File: src/rtl/fir_param_filter.sv
// -----------------------------------------------------------------------------
// fir_param_filter
//   Direct-form FIR filter with TAPS taps and runtime-loadable coefficients.
//   Samples enter a delay line only when in_valid is high. Products are
//   registered in stage 1 and their full-precision sum in stage 2, so a sample
//   accepted at edge N is reported at edge N+2. Bypass substitutes the
//   accepted sample (zero-extended) for the sum. Flush clears the data path
//   but keeps the coefficients.
//
// Ports
//   clk         rising-edge clock
//   reset       asynchronous reset, active-low
//   Data_in     input sample (unsigned, DATA_W)
//   in_valid    Data_in is accepted this cycle
//   coef_we     coefficient write strobe
//   coef_addr   tap index to write; indices >= TAPS are ignored
//   coef_wdata  coefficient value (unsigned, COEF_W)
//   bypass      1 = report the sample itself instead of the filter sum
//   flush       synchronous clear of delay line, pipeline and fill state
//   Data_out    filter result (OUT_W), held while out_valid is low
//   out_valid   Data_out carries a new result this cycle
//   primed      TAPS samples accepted since reset/flush
// -----------------------------------------------------------------------------
module fir_param_filter #(
    parameter int DATA_W = 4,
    parameter int COEF_W = 3,
    parameter int TAPS   = 8,
    localparam int AW    = $clog2(TAPS),
    localparam int OUT_W = DATA_W + COEF_W + $clog2(TAPS)
) (
    input  logic              clk,
    input  logic              reset,
    input  logic [DATA_W-1:0] Data_in,
    input  logic              in_valid,
    input  logic              coef_we,
    input  logic [AW-1:0]     coef_addr,
    input  logic [COEF_W-1:0] coef_wdata,
    input  logic              bypass,
    input  logic              flush,
    output logic [OUT_W-1:0]  Data_out,
    output logic              out_valid,
    output logic              primed
);

    localparam int PROD_W = DATA_W + COEF_W;
    localparam int CNT_W  = $clog2(TAPS + 1);

    logic [COEF_W-1:0]            coef_reg [TAPS];
    logic [DATA_W-1:0]            x_reg    [TAPS];
    logic [PROD_W-1:0]            prod_reg [TAPS];
    logic [TAPS-1:0]              coef_sel;
    logic [TAPS-1:0][PROD_W-1:0]  prod_next;
    logic [OUT_W-1:0]             sum_next;

    logic                         acc_valid_reg;
    logic                         acc_byp_reg;
    logic                         s1_valid_reg;
    logic                         s1_byp_reg;
    logic [DATA_W-1:0]            s1_x0_reg;
    logic [OUT_W-1:0]             data_out_reg;
    logic                         out_valid_reg;
    logic [CNT_W-1:0]             cnt_reg;
    logic                         primed_reg;

    // Per-tap address decode and product. An out-of-range address matches
    // no tap, so it writes nothing.
    genvar gi;
    generate
        for (gi = 0; gi < TAPS; gi++) begin : g_tap
            assign coef_sel[gi]  = coef_we && (coef_addr == AW'(gi));
            assign prod_next[gi] = PROD_W'(coef_reg[gi]) * PROD_W'(x_reg[gi]);
        end
    endgenerate

    // Coefficients: reset to 1 (moving sum); untouched by flush.
    always_ff @(posedge clk or negedge reset) begin
        if (!reset) begin
            for (int k = 0; k < TAPS; k++) coef_reg[k] <= COEF_W'(1);
        end else begin
            for (int k = 0; k < TAPS; k++)
                if (coef_sel[k]) coef_reg[k] <= coef_wdata;
        end
    end

    // Delay line; shifts only on an accepted sample. Flush wins over accept.
    always_ff @(posedge clk or negedge reset) begin
        if (!reset) begin
            for (int k = 0; k < TAPS; k++) x_reg[k] <= '0;
        end else if (flush) begin
            for (int k = 0; k < TAPS; k++) x_reg[k] <= '0;
        end else if (in_valid) begin
            x_reg[0] <= Data_in;
            for (int k = 1; k < TAPS; k++) x_reg[k] <= x_reg[k-1];
        end
    end

    // Stage 1 reads the delay line one edge after the accept, i.e. after the
    // shift and after any same-cycle coefficient write has landed.
    always_ff @(posedge clk or negedge reset) begin
        if (!reset) begin
            for (int k = 0; k < TAPS; k++) prod_reg[k] <= '0;
        end else if (flush) begin
            for (int k = 0; k < TAPS; k++) prod_reg[k] <= '0;
        end else begin
            for (int k = 0; k < TAPS; k++) prod_reg[k] <= prod_next[k];
        end
    end

    always_comb begin
        sum_next = '0;
        for (int k = 0; k < TAPS; k++)
            sum_next = sum_next + OUT_W'(prod_reg[k]);
    end

    // Control pipe: accept -> stage 1 -> stage 2. The bypass choice travels
    // with its sample, and x[0] is captured in stage 1 because the delay line
    // may shift again before stage 2.
    always_ff @(posedge clk or negedge reset) begin
        if (!reset) begin
            acc_valid_reg <= 1'b0;
            acc_byp_reg   <= 1'b0;
            s1_valid_reg  <= 1'b0;
            s1_byp_reg    <= 1'b0;
            s1_x0_reg     <= '0;
            data_out_reg  <= '0;
            out_valid_reg <= 1'b0;
        end else if (flush) begin
            acc_valid_reg <= 1'b0;
            acc_byp_reg   <= 1'b0;
            s1_valid_reg  <= 1'b0;
            s1_byp_reg    <= 1'b0;
            s1_x0_reg     <= '0;
            data_out_reg  <= '0;
            out_valid_reg <= 1'b0;
        end else begin
            acc_valid_reg <= in_valid;
            acc_byp_reg   <= bypass;
            s1_valid_reg  <= acc_valid_reg;
            s1_byp_reg    <= acc_byp_reg;
            s1_x0_reg     <= x_reg[0];
            out_valid_reg <= s1_valid_reg;
            if (s1_valid_reg)
                data_out_reg <= s1_byp_reg ? OUT_W'(s1_x0_reg) : sum_next;
        end
    end

    // Saturating fill counter; primed rises on the same edge as the
    // TAPS-th accept.
    always_ff @(posedge clk or negedge reset) begin
        if (!reset) begin
            cnt_reg    <= '0;
            primed_reg <= 1'b0;
        end else if (flush) begin
            cnt_reg    <= '0;
            primed_reg <= 1'b0;
        end else if (in_valid && cnt_reg != CNT_W'(TAPS)) begin
            cnt_reg <= cnt_reg + CNT_W'(1);
            if (cnt_reg == CNT_W'(TAPS - 1)) primed_reg <= 1'b1;
        end
    end

    assign Data_out  = data_out_reg;
    assign out_valid = out_valid_reg;
    assign primed    = primed_reg;

endmodule

File: config.mk
export PLATFORM = sky130hd
export DESIGN_NAME = fir_param_filter
export DESIGN_NICKNAME = d
export VERILOG_FILES = /design/src/rtl/fir_param_filter.sv
export SDC_FILE = /design/constraint.sdc
export NUM_CORES = 1
export LEC_CHECK = 0
export CAP_MARGIN = 15
export CORE_MARGIN = 2
export CORE_UTILIZATION = 45
export DETAILED_ROUTE_END_ITERATION = 8
export PLACE_DENSITY = 0.69
export SLEW_MARGIN = 10
export SYNTH_ARGS = -nofsm -noshare
export SYNTH_HDL_FRONTEND = slang
export SYNTH_SLANG_ARGS = --single-unit
File: constraint.sdc
create_clock -name clk -period 3.9 [get_ports clk]
set_clock_uncertainty 0.2 [all_clocks]
set_input_delay 0.78 -clock clk [delete_from_list [all_inputs] [get_ports clk]]
set_output_delay 0.78 -clock clk [all_outputs]
set_load 0.01 [all_outputs]
==> impl_metrics.env <==
export IMPL_first_pass_iters=4
export IMPL_maxCapViolCount=0
export IMPL_overflow=0
export IMPL_relSlewSlack_pct=43.1
export IMPL_hp_class="primary input to asynchronous set/reset pin"
export IMPL_postSynthAreaPerCell_um2=10.7
export IMPL_final_hold_viol_count=0
export IMPL_setup_ws_ns=-0.0836
export IMPL_hold_buffers=0
export IMPL_clkTransAtPathRegs_ns=0.06
export IMPL_muxShareOfSynthArea_pct=7.63
export IMPL_clkSinkCount=136
export IMPL_cts_root_buffer="clkbuf_16"
export IMPL_antenna_found_initial=0
export IMPL_worst_slew_pin_slew_ns=0.854
export IMPL_placedCellCount=1033
export IMPL_slew_viol_final=0
export IMPL_dr_total_vias=5229
export IMPL_yosys_warnings=0
export IMPL_path_max_fanout=3
export IMPL_fmax_ghz=0.251
export IMPL_post_synth_top_area_fraction_pct=38.1
export IMPL_syn_cell_area_um2=8410
export IMPL_avgRoutedWirePerCell_um=15.2
export IMPL_numPortBuffers=27
export IMPL_synth_compound_area_share_pct=4.48
export IMPL_synth_fp_nets=926
export IMPL_finalWorstPathRequiredPeriod_ns=3.98
export IMPL_clk_latency_ns=0.41
export IMPL_cp_data_arrival_time_ns=4.09
export IMPL_area_delta_synth_final_pct=14.6
export IMPL_drcViolationCount=0
export IMPL_chipWidth_um=141
export IMPL_synth_enable_flop_cells=0
export IMPL_largest_register_ffs=56
export IMPL_antenna_cells=0
export IMPL_p_leak_nw=4.96
export IMPL_synthFlopType="dfrtp_1"
export IMPL_routed_wl_mm=16.2
export IMPL_outcome="finished, violations left"
export IMPL_total_power_w=0.00334
export IMPL_stdcell_count=1067
export IMPL_register_area_um2=3410
export IMPL_min_period_over_period_pct=102
export IMPL_synth_seq_cells=136
export IMPL_max_clock_path_buffers=2
export IMPL_place_ws_ns=-0.167
export IMPL_cp_end_kind="register"
export IMPL_first_global_vias=5618
export IMPL_synth_largest_area_cell="dfrtp_1"
export IMPL_io_pins=28
export IMPL_rows=49
export IMPL_violations="negative setup slack"
export IMPL_synth_adder_area_share_pct=24.4
export IMPL_antenna_left=0
export IMPL_ys_seq_area_share_pct=40.6
export IMPL_n_fill_cell=1608
export IMPL_finalWeightedCongestion=0.847
export IMPL_grt_max_degree=93
export IMPL_finish_utilization_pct=53.1
export IMPL_start_kind="register"
export IMPL_criticalPathCategory="register to register"
export IMPL_multi_input_area_um2=4550
export IMPL_synthSimpleGateAreaFrac_pct=13.8
export IMPL_cts_tree="done"
export IMPL_synth_top_family_by_area="adder cells"
export IMPL_cts_buffers=17
export IMPL_synthXorXnorAreaFrac_pct=1.98
export IMPL_setup_violations=3
export IMPL_ys_top_cells_by_count="inv_1 (133), dfrtp_1 (128), nor2_1 (76), fa_1 (65), nand2_1 (61)"
export IMPL_htree_levels=4
export IMPL_syn_instance_count=785
export IMPL_initial_core_util_pct=46.3
export IMPL_grt_usage_pct=17.8
export IMPL_vdd_drop_max_mv=0.229
export IMPL_via_per_inst=4.90
export IMPL_grt_pass1_wl_mm=27.5
export IMPL_drive_gt1_share_pct=13.1
export IMPL_drtIter0Drc=175
export IMPL_async_flop_share_pct=100
export IMPL_dp_hpwl_mm=11.9
export IMPL_dieArea_um2=19800
export IMPL_nets=966
export IMPL_yosysMostFrequentCell="inv_1"
export IMPL_yosys_top_cells_area="dfrtp_1 (38%), fa_1 (15%), ha_1 (8.9%)"
export IMPL_die_h_um=141
export IMPL_synth_cell_types=41
export IMPL_cp_data_required_time_ns=4.00
export IMPL_rsz0062_at_grt="true"
export IMPL_core_region_area_um2=18100
export IMPL_powerDensity_nw_per_um2=346
-- cells in the final DEF, fill, tap and decap left out, types with 8 or more instances in the layout --
cell,Yosys,final
ha_1,60,55
buf_4,0,11
nor2_1,76,76
xnor2_1,10,10
inv_2,0,12
nand2_1,61,61
and2_1,41,41
a21o_1,18,18
clkbuf_16,0,17
xor2_1,9,9
nor2b_1,33,33
dfrtp_1,128,128
mux2i_1,36,36
clkdlybuf4s50_1,0,24
dfstp_2,8,8
inv_1,133,121
fa_1,65,62
a21oi_1,24,22
mux2_2,25,24
-- worst max-delay path, cell delays in order (launching register included) --
cell and delay, ns:
dfrtp_1 0.33, inv_2 0.04, fa_1 0.54, inv_2 0.04, fa_1 0.54, fa_1 0.42
fa_1 0.50, ha_2 0.18, inv_2 0.04, fa_2 0.33, and2b_2 0.25, o21ai_2 0.07
a21o_1 0.15, a32o_1 0.24
-- cell type report --
cell class | count | area share [%]
clock inverters | 10 | 0.831
repair buffers | 39 | 3.84
flip-flops and latches | 136 | 35.4
clock buffers | 22 | 4.61
inverters | 133 | 5.18
well taps | 229 | 2.97
multi-input cells | 498 | 47.2
-- final timing paths --
check                                to  cells past startpoint         start  slack [ns]
min in group clk             s1_byp_reg                      1   acc_byp_reg        0.26
setup reg to reg            Data_out[6]                     13  prod_reg[37]       -0.08
hold reg to reg              s1_byp_reg                      1   acc_byp_reg        0.26
hold / removal               cnt_reg[0]                      1         reset        0.22
max in group asynchronous  coef_reg[21]                      2         reset        2.48
setup / recovery            Data_out[6]                     13  prod_reg[37]       -0.08
-- stage by stage --
stage	area (µm²)	setup TNS (ns)	hold WS, ns
after global placement	8960	-0.317	0.250
after global routing	9640	-0.790	0.290
after detailed placement	8960	-0.611	0.251
final	9640	-0.181	0.221
after CTS	9540	-0.321	0.264
after floorplan	8410	0	0.239
-- layer usage --
metal / vias up / track usage (%) / routed length [µm]
met3: 23 / 3.33 / 420
met5: - / 0 / 0
li1: 2530 / - / -
met4: 0 / 6.11 / 254
met1: 2612 / 23.7 / 7710
met2: 64 / 29.3 / 7810
-- kinds of logic after synthesis --
kind of cell    count (synthesis)
flops                         136
mux                            61
fa+ha+maj                     125
xor+xnor                       19
simple gates                  235
buf+inv                       151
compound gates                 58
-- report_power, final --
part / leakage [nW] / switching (W) / internal [W]
Combinational: 2.88 / 0.000157 / 0.000135
Clock: 0.257 / 0.000588 / 0.000867
Sequential: 1.83 / 0.0000896 / 0.00150
Total: 4.96 / 0.000834 / 0.00250
-- timing repair --
| action | in CTS | in global routing |
|---|---|---|
| pin swaps | 11 | 16 |
| setup buffers | 0 | 2 |
| setup endpoints to repair | 5 | 6 |
| resized for setup | 11 | 22 |
| cloned | 0 | 0 |
(Power assumes the default switching activity.)
